===== config.mk =====
export PLATFORM = sky130hd
export DESIGN_NAME = frame_uart_tx
export DESIGN_NICKNAME = d
export VERILOG_FILES = /design/src/rtl/frame_uart_tx.sv
export SDC_FILE = /design/constraint.sdc
export NUM_CORES = 1
export LEC_CHECK = 0
export ABC_AREA = 1
export BUFFER_PORTS_ARGS = -buffer_cell sky130_fd_sc_hd__buf_2
export CORE_MARGIN = 3
export CORE_UTILIZATION = 35
export CTS_CLUSTER_SIZE = 24
export DETAILED_ROUTE_END_ITERATION = 10
export GPL_TIMING_DRIVEN = 0
export HOLD_SLACK_MARGIN = 0.05
export PLACE_DENSITY = 0.51
export SLEW_MARGIN = 20
export SYNTH_ARGS = -nofsm -noshare
export SYNTH_HDL_FRONTEND = slang
export SYNTH_SLANG_ARGS = --single-unit

===== constraint.sdc =====
create_clock -name clk -period 2 [get_ports clk]
set_clock_uncertainty 0.1 [all_clocks]
set_input_delay 0.2 -clock clk [delete_from_list [all_inputs] [get_ports clk]]
set_output_delay 0.2 -clock clk [all_outputs]
set_load 0.01 [all_outputs]

===== src/rtl/frame_uart_tx.sv =====
// frame_uart_tx: streams a stored 8-bit frame from BRAM over an 8N1 UART, address 0 first.
module frame_uart_tx #(
  parameter int CLKS_PER_BIT = 564,
  parameter int NUM_PIXELS   = 256000,
  parameter int ADDR_W       = 18,
  parameter int RD_LAT       = 2
) (
  input  logic              clk,
  input  logic              rst_n,
  input  logic              start,
  input  logic              abort,
  input  logic [1:0]        bram_state,
  input  logic [7:0]        bram_dout,
  output logic [ADDR_W-1:0] tx_counter,
  output logic              transmitting,
  output logic              uart_txd,
  output logic              busy,
  output logic              done
);
  localparam int BW = $clog2((CLKS_PER_BIT > RD_LAT ? CLKS_PER_BIT : RD_LAT) + 1);
  typedef enum logic [2:0] {IDLE, FETCH, LATCH, START, DATA, STOP, FIN} state_t;
  state_t            state_q, state_d;
  logic [ADDR_W-1:0] cnt_q, cnt_d;
  logic [BW-1:0]     baud_q, baud_d;
  logic [2:0]        bit_q, bit_d;
  logic [7:0]        shift_q, shift_d;
  logic              start_prev_q;
  logic              accept, baud_last, fetch_last, last_pix;
  assign accept     = start && !start_prev_q && state_q == IDLE && bram_state == 2'b11;
  assign baud_last  = baud_q == BW'(CLKS_PER_BIT - 1);
  assign fetch_last = baud_q == BW'(RD_LAT - 1);
  assign last_pix   = cnt_q == ADDR_W'(NUM_PIXELS - 1);
  always_comb begin
    state_d = state_q;
    cnt_d   = cnt_q;
    baud_d  = baud_q + BW'(1);
    bit_d   = bit_q;
    shift_d = shift_q;
    case (state_q)
      IDLE: begin
        baud_d  = '0;
        state_d = accept ? FETCH : IDLE;
      end
      FETCH: if (fetch_last) begin
        baud_d  = '0;
        state_d = LATCH;
      end
      LATCH: begin
        baud_d  = '0;
        shift_d = bram_dout;
        state_d = START;
      end
      START: if (baud_last) begin
        baud_d  = '0;
        bit_d   = '0;
        state_d = DATA;
      end
      DATA: if (baud_last) begin
        baud_d  = '0;
        shift_d = {1'b0, shift_q[7:1]};
        bit_d   = bit_q + 3'd1;
        state_d = bit_q == 3'd7 ? STOP : DATA;
      end
      STOP: if (baud_last) begin
        baud_d  = '0;
        state_d = last_pix ? FIN : FETCH;
        cnt_d   = last_pix ? '0 : cnt_q + ADDR_W'(1);
      end
      FIN: begin
        baud_d  = '0;
        state_d = IDLE;
      end
      default: begin
        baud_d  = '0;
        state_d = IDLE;
      end
    endcase
    // abort wins over every transition, including the FIN cycle
    if (abort && state_q != IDLE) begin
      state_d = IDLE;
      cnt_d   = '0;
      baud_d  = '0;
      bit_d   = '0;
    end
  end
  always_ff @(posedge clk or negedge rst_n) begin
    if (!rst_n) begin
      state_q      <= IDLE;
      cnt_q        <= '0;
      baud_q       <= '0;
      bit_q        <= '0;
      shift_q      <= '0;
      start_prev_q <= 1'b0;
    end else begin
      state_q      <= state_d;
      cnt_q        <= cnt_d;
      baud_q       <= baud_d;
      bit_q        <= bit_d;
      shift_q      <= shift_d;
      start_prev_q <= start;
    end
  end
  assign tx_counter   = cnt_q;
  assign busy         = state_q != IDLE;
  assign transmitting = busy && state_q != FIN;
  assign done         = state_q == FIN && !abort;
  // line forced idle the moment abort is seen, truncating any byte in flight
  assign uart_txd     = abort || !(state_q == START || (state_q == DATA && !shift_q[0]));
endmodule


# Yosys cells after proc, flatten, opt, wreduce, memory -nomap -nowiden
# Index checks and enable logic that the tools add are counted.
# classes
eq_ne	17
n_mux	23
n_reduce_logical	24
n_addsub	3
# op_table
cell	n
$mux 18	4
$mux 10	3
$mux 3	9
$pmux 10 s2	1
$add 18x1->18 const B	1
$eq 18x18->1 const B	1
$pmux 3 s6	1
$pmux 8 s2	1
$ne 3x3->1 const B	5
$eq 3x3->1 const B	4
$add 10x1->10 const B	1
$eq 10x1->1 const B	1
$eq 10x10->1 const B	1
$mux 8	1
$logic_and 1x1->1	7
$eq 3x2->1 const B	2
$pmux 3 s2	1
$reduce_bool 2->1	3
$reduce_bool 3->1	2
$logic_not 1->1	4
$reduce_and 2->1	2
$reduce_and 4->1	1
$add 3x1->3 const B	1
$eq 3x1->1 const B	1
other kinds (7)	9
# word_totals
ff_bits	43
inputBits	14
out_inout_bits	22

# Longest topological paths before layout
# Gate-level depths: netlist (run 1).
# depth
ltp_word	7
mapped_depth	11

# Worst setup path before layout (run 1)
# No wires, ideal clock.
# synth_timing
kind	flip-flop to flip-flop
from	register cnt_q[1] (netlist: tx_counter[1])
to	register cnt_q[16] (netlist: tx_counter[16])
stages_incl_launch_ff	9
slack_ns	0.385
required_ns	1.783
arrival_ns	1.398
cell_sequence	dfrtp_1 > ha_1 > nand2_1 > nor2_1 > nand3_1 > nor2_1 > nand3_2 > nand2_1 > nor2_2
# synth_via
elab_chain_len	5
# synth_lines
element	line	rtl
from (decl)	23	logic [ADDR_W-1:0] cnt_q, cnt_d;
from (signal assigned)	96	cnt_q <= cnt_d;
$add 18x1->18 or $eq 18x18->1 (tied branches)	67, 32	
$mux 18 (*)	67	cnt_d = last_pix ? '0 : cnt_q + ADDR_W'(1);
$mux 18 (*)	64	STOP: if (baud_last) begin
$mux 18 (*)	39	case (state_q)
$mux 18 (*)	79	if (abort && state_q != IDLE) begin
# Mark *: on every way between the ends. The rest lies on a longest branch, timed or not. The select of a mux whose other input is x is not followed.
# A chain may end at the register's enable or synchronous reset.

# Worst setup path after layout (run 1)
# layout_timing
from	register cnt_q[1] (netlist: tx_counter[1])
to	register cnt_q[8] (netlist: tx_counter[8])
# The elaborated chain is that of the path after synthesis.

==> results of run 1 <==
cell usage in the layout, fill, tap and decap left out, drive strengths merged:
master / n
a21boi: 1
a21oi: 12
a31oi: 1
buf: 46
clkbuf: 7
clkinvlp: 1
dfrtp: 43
dlygate4sd3: 3
ha: 5
inv: 51
nand2: 105
nand3: 34
nand3b: 2
nand4: 15
nor2: 55
nor3: 5
nor4: 1
o21ai: 24
xnor2: 1
xor2: 4
kinds of logic after synthesis:
kind of cell | after synthesis
xor+xnor | 5
compound gates | 38
buf+inv | 57
flops | 43
simple gates | 217
fa+ha+maj | 5
layer usage:
layer  global-route usage (%)  up-vias  wire, µm
met5                        0        -         0
met4                    4.147        0        76
met3                    3.078        7       245
met2                    23.03       38      2808
met1                    21.34     1102      3263
li1                         -     1275         -
timing repair:
action / in CTS / in global routing
hold endpoints to repair: 45 / 0
resized for setup: 0 / 2
hold buffers: 3 / 0
endpoints found under the setup margin: 0 / 7
setup buffers: 0 / 5
worst max-delay path, cell delays in order (launching register included):
cell and delay, ns:
dfrtp_1 0.40, ha_1 0.22, nand2_2 0.10, inv_1 0.08, nand2_2 0.09, nor2_4 0.19, nand2_2 0.12, nand2_1 0.11
nand2_2 0.13, nand2_1 0.11, nor2_2 0.03
through the flow:
step | cells | hold slack [ns] | setup WS, ns | instance area (µm²) | total power [mW]
floorplan | 365 | -0.1956 | 0.3851 | 2803 | 1.987
global placement | 502 | 0.2241 | 0.1535 | 3105 | 2.260
detailed placement | 502 | 0.2248 | 0.1285 | 3105 | 2.271
CTS | 513 | 0.08603 | 0.1086 | 3239 | 2.935
global route | 518 | 0.1172 | 0.04095 | 3284 | 3.097
finish | 518 | 0.09576 | 0.2177 | 3284 | 2.870
report_power, final:
group	internal (mW)	switching, mW
registers	0.995	0.0870
clock network	0.315	0.322
logic	0.419	0.732
cell type report:
| type | count | area, µm² | area share (%) |
|---|---|---|---|
| plain buffers | 6 | 76.32 | 2.324 |
| inverters | 51 | 191.4 | 5.829 |
| clock inverters | 1 | 7.507 | 0.2286 |
| multi-input cells | 265 | 1464 | 44.57 |
| flip-flops and latches | 43 | 1076 | 32.76 |
| repair buffers | 43 | 245.2 | 7.467 |
| clock buffers | 7 | 96.34 | 2.933 |
| well taps | 102 | 127.6 | 3.886 |
final timing paths:
path	cells after the start	end	from	slack, ns
hold reg to reg	1	baud_q[0]$_DFF_PN0_	baud_q[0]$_DFF_PN0_	0.40
max in group asynchronous	2	tx_counter[8]$_DFFE_PN0P_	rst_n	1.07
min in group asynchronous	2	baud_q[2]$_DFF_PN0_	rst_n	0.32
setup / recovery	10	tx_counter[8]$_DFFE_PN0P_	tx_counter[1]$_DFFE_PN0P_	0.22
hold / removal	3	shift_q[0]$_DFFE_PN0P_	bram_dout[0]	0.1
setup reg to reg	10	tx_counter[8]$_DFFE_PN0P_	tx_counter[1]$_DFFE_PN0P_	0.22
sequential cells by signal (all words and copies together), names as in the netlist:
signal	count
start_prev_q	1
baud_q	10
shift_q	8
tx_counter	18
bit_q	3
state_q	3
==> summary.txt, run 1 <==
Wirelength per Cell = 12.34 µm
Leakage Power = 1.628 nW
Yosys cell types = 33
Fill cells = 845
Crit start category = flop
Tmin final = 1.782 ns
Root Driver = clkbuf_8
Initial core utilization = 36.08%
Most instantiated library cell after synthesis = nand2_1
Sequential area share after synthesis = 38.39%
Layout cells sized above 1 = 25.72%
Fin util = 42.28%
Post-synth EDFFs = 0
Detail Placement HPWL = 4778 µm
Compound-Gate Fraction of Synth Area = 8.259%
Post-Synthesis Cells = 365
MaxCap Viol Count = 0
Io pins = 36
Final Wtd Congestion = 0.7871
Crit share post-route = 89.11%
Worst Max-Slew Pin Slew = 0.5738 ns
Required time of the worst setup path = 2.09 ns
Die area = 9117 µm²
Ant diodes = 0
CP Class = reg2reg
Synth top area cells = dfrtp_1 (38%), nand2_1 (12%), inv_1 (6.0%), nor2_1 (6.0%), nand3_1 (4.5%)
Synth top area share = 38.39%
Synth area leader = dfrtp_1
Initial DRC Count = 133
Grt ovf = 0
Chip width = 95.49 µm
Syn avg cell area = 7.679 µm²
TritonCTS clock tree = yes
Post-route DRC = 0
Initial antenna violation count = 0
Final nets = 434
Mapped Area = 2803 µm²
Synth cell count leaders = nand2_1 (91), inv_1 (45), nor2_1 (45), dfrtp_1 (43), nand3_1 (25)
Synth Flop Type = dfrtp_1
Later-pin clock latency in the skew report = 0.30 ns
Synth Register Bits = 43
Relative slew slack = 61.75%
Mux cell area share after synthesis = 0%
Final ANT Viol Nets = 0
CP max FO = 7
Via count = 2422
First-pass GRT wire length = 10630 µm
Placeable Area = 7767 µm²
Synth Area in Simple Gates = 40.00%
Clock slew at reported path FFs = 0.09 ns
Max Slew Vio Count = 0
Post-Synth Adder-Cell Area = 2.232%
Routed WL = 6393 µm
Max frequency = 561.1 MHz
Area Growth Syn to Fin = 17.19%
Largest net degree at the start of global routing = 44
CP arrival = 1.87 ns
Hold Crit Class = in2reg
RSZ-0062 raised after global routing = false
Vias in the first global route = 2185
Pwr dens = 874.0 nW/µm²
Final setup fails = 0
PortBufs = 35
Synth Warn # = 0
CTS buffer count = 5
FFs w/ async S/R, synth = 100.0%
Maximum vdd ir drop = 0.5484 mV
Total track usage = 15.00%
Drt pass-1 iters = 5
Hold Vio Cnt, Final = 0
Row cnt = 32
Syn Nets = 384
Routed vias/inst = 4.676
Outcome = completed
Clk sinks = 43
H-tree Lvls = 2
Clock buffer depth = 2
Die outline height = 95.49 µm
TNS Setup = 0 ns
XOR/XNOR share of the synthesized area = 1.562%
Endpoint class of the critical path = flop
Largest family of logic cells by synthesized area = simple AND/OR/NAND/NOR gates
No activity file was read; power rests on OpenSTA's default activity.
==> inputs of run 2 (changes only) <==
--- a/config.mk
+++ b/config.mk
@@ -6,7 +6,7 @@
 export NUM_CORES = 1
 export LEC_CHECK = 0
 export ABC_AREA = 1
-export BUFFER_PORTS_ARGS = -buffer_cell sky130_fd_sc_hd__buf_2
+export BUFFER_PORTS_ARGS = -buffer_cell sky130_fd_sc_hd__buf_4
 export CORE_MARGIN = 3
 export CORE_UTILIZATION = 35
 export CTS_CLUSTER_SIZE = 24
==> summary.txt, run 2 (synthesis gave the netlist of run 1 again) <==
Net Sw Frac = 38.59% (was 39.77%)
Outcome = completed (unchanged)
Initial DRC Count = 56 (was 133)
Final nets = 430 (was 434)
Final Wtd Congestion = 0.8251 (was 0.7871)
Design area = 3339 µm² (was 3284 µm²)
Vias in the first global route = 2258 (was 2185)
CTS buffer count = 5 (unchanged)
Routed vias/inst = 4.645 (was 4.676)
H-tree Lvls = 2 (unchanged)
Worst Max-Slew Pin Slew = 0.5669 ns (was 0.5738 ns)
Root Driver = clkbuf_8 (unchanged)
Pwr dens = 880.4 nW/µm² (was 874.0 nW/µm²)
Power Internal = 1.806 mW (was 1.729 mW)
Ant diodes = 0 (unchanged)
Initial core utilization = 36.08% (unchanged)
Clk sinks = 43 (unchanged)
CP Class = reg2reg (unchanged)
Commonest non-fill, non-tap cells in the layout = nand2_1 (90), inv_1 (45), nor2_1 (44) (unchanged)
Endpoint class of the critical path = flop (unchanged)
DP Cell Count = 502 (unchanged)
Layout cells sized above 1 = 24.82% (was 25.72%)
Layout Cells excl Fill = 513 (was 518)
RSZ-0062 raised after global routing = false (unchanged)
Largest net degree at the start of global routing = 44 (unchanged)
CP max FO = 7 (unchanged)
Placeable Area = 7767 µm² (unchanged)
MaxCap Viol Count = 0 (unchanged)
Hold Crit Class = in2reg (unchanged)
Worst path max stage delay = 0.41 ns (was 0.40 ns)
Area of the multi-input gates = 1464 µm² (unchanged)
Max frequency = 561.7 MHz (was 561.1 MHz)
Wirelength per Cell = 12.33 µm (was 12.34 µm)
Logic gate share of total power = 39.9% (was 40.1%)
Fill cells = 824 (was 845)
Via count = 2383 (was 2422)
Maximum vdd ir drop = 0.4454 mV (was 0.5484 mV)
Most common cell after layout, fill and taps aside = nand2_1 (unchanged)
Relative slew slack = 62.21% (was 61.75%)
Net Sw Power = 1.134 mW (was 1.142 mW)
Row cnt = 32 (unchanged)
Final ANT Viol Nets = 0 (unchanged)
Worst path slowest cell = dfrtp_1 (unchanged)
Chip width = 95.49 µm (unchanged)
Placed cell areas = 3193 µm² (was 3105 µm²)
Tmin final = 1.780 ns (was 1.782 ns)
Later-pin clock latency in the skew report = 0.30 ns (about the same)
PortBufs = 35 (unchanged)
Max Slew Vio Count = 0 (unchanged)
First-pass GRT wire length = 10820 µm (was 10630 µm)
Hold Vio Cnt, Final = 0 (unchanged)
TNS Setup = 0 ns (unchanged)
TritonCTS clock tree = yes (unchanged)
Leakage Power = 1.616 nW (was 1.628 nW)
Hold depth = 3 (unchanged)
Clock slew at reported path FFs = 0.09 ns (about the same)
Final setup fails = 0 (unchanged)
Sequential power share = 36.9% (was 37.7%)
Crit path top cell by count = nand2_2 (unchanged)
Initial antenna violation count = 0 (unchanged)
CP arrival = 1.88 ns (was 1.87 ns)
Drt pass-1 iters = 4 (was 5)
Clock power frac = 23.2% (was 22.2%)
Detail Placement HPWL = 4753 µm (was 4778 µm)
Total track usage = 15.22% (was 15.00%)
Reg2Reg Depth = 10 (unchanged)
Required time of the worst setup path = 2.10 ns (was 2.09 ns)
Post-route DRC = 0 (unchanged)
Die area = 9117 µm² (unchanged)
Crit-path cells = ha_1 -> nand2_2 -> inv_1 -> nand2_2 -> nor2_4 -> nand2_2 -> nand2_1 -> nand2_2 -> nand2_1 -> nor2_2 (unchanged)
Grt ovf = 0 (unchanged)
Crit share post-route = 89.02% (was 89.11%)
Register area = 1077 µm² (was 1076 µm²)
Max FFs per register = 18 (unchanged)
Worst Hold Slack = 0.09082 ns (was 0.09576 ns)
Routed WL = 6326 µm (was 6393 µm)
Io pins = 36 (unchanged)
Area Growth Syn to Fin = 19.15% (was 17.19%)
Clock buffer depth = 2 (unchanged)
Die outline height = 95.49 µm (unchanged)
Crit start category = flop (unchanged)
==> run 2: cell types whose count changed in the layout (fill, tap and decap cells not counted) <==
cell	before	now
buf_2	36	2
buf_4	6	36
clkbuf_8	7	5
bufinv_16	0	1
clkbuf_1	0	1
clkinvlp_4	1	0
dfrtp_1	43	42
dfrtp_2	0	1
==> run 2: repair_timing <==
| action | in CTS | in global routing |
|---|---|---|
| buffers inserted | 0 | 1 |
| endpoints found under the hold margin | 45 | 0 |
| hold buffers | 3 | 0 |
| gates resized for setup | 0 | 3 |
| endpoints found under the setup margin | 0 | 7 |
==> run 2: final cells by class <==
type	instances	area share [%]
Multi-Input combinational cell	265	43.84
Sequential cell	43	32.26
Timing Repair Buffer	39	8.992
Inverter	51	5.733
Tap cell	102	3.822
Buffer	6	2.286
Clock buffer	6	2.173
Clock inverter	1	0.8992
==> run 2: through the flow <==
step	setup WS [ns]	utilization, %	power [mW]
finish	0.2196	42.99	2.940
global route	0.04991	42.99	3.166
CTS	0.1060	42.82	3.005
detailed placement	0.1298	41.11	2.300
global placement	0.1449	41.11	2.287
floorplan	0.3851	-	1.987
==> run 2: power by group through the flow <==
stage               Clock [mW]  Sequential [mW]  Combinational [mW]
CTS                      0.715             1.09                1.20
global placement             0             1.10                1.19
detailed placement           0             1.10                1.20
finish                   0.681             1.08                1.17
floorplan                    0             1.08               0.904
global route             0.743             1.10                1.32
==> run 2: layer usage <==
layer  wire length, µm  track usage, %  vias to the layer above
met5                 0               0                        -
met4                72           3.791                        0
met3               272           2.999                        7
met2              2783           23.50                       40
met1              3197           21.82                     1074
li1                  -               -                     1262
==> run 2: critical path, delay by kind of cell (launching register included) <==
family / cells / cell delay (ns)
buffers and inverters: 1 / 0.08
adder cells (fa/ha/maj): 1 / 0.22
flip-flops: 1 / 0.41
AND/OR/NAND/NOR: 8 / 0.86
==> run 2: final timing paths <==
path | from | to | slack (ns)
min in group asynchronous | rst_n | bit_q[2]$_DFFE_PN0P_ | 0.34
hold reg to reg | baud_q[0]$_DFF_PN0_ | baud_q[0]$_DFF_PN0_ | 0.39
setup / recovery | tx_counter[0]$_DFFE_PN0P_ | tx_counter[9]$_DFFE_PN0P_ | 0.22
setup reg to reg | tx_counter[0]$_DFFE_PN0P_ | tx_counter[9]$_DFFE_PN0P_ | 0.22
hold / removal | bram_dout[0] | shift_q[0]$_DFFE_PN0P_ | 0.09
max in group asynchronous | rst_n | tx_counter[1]$_DFFE_PN0P_ | 1.05
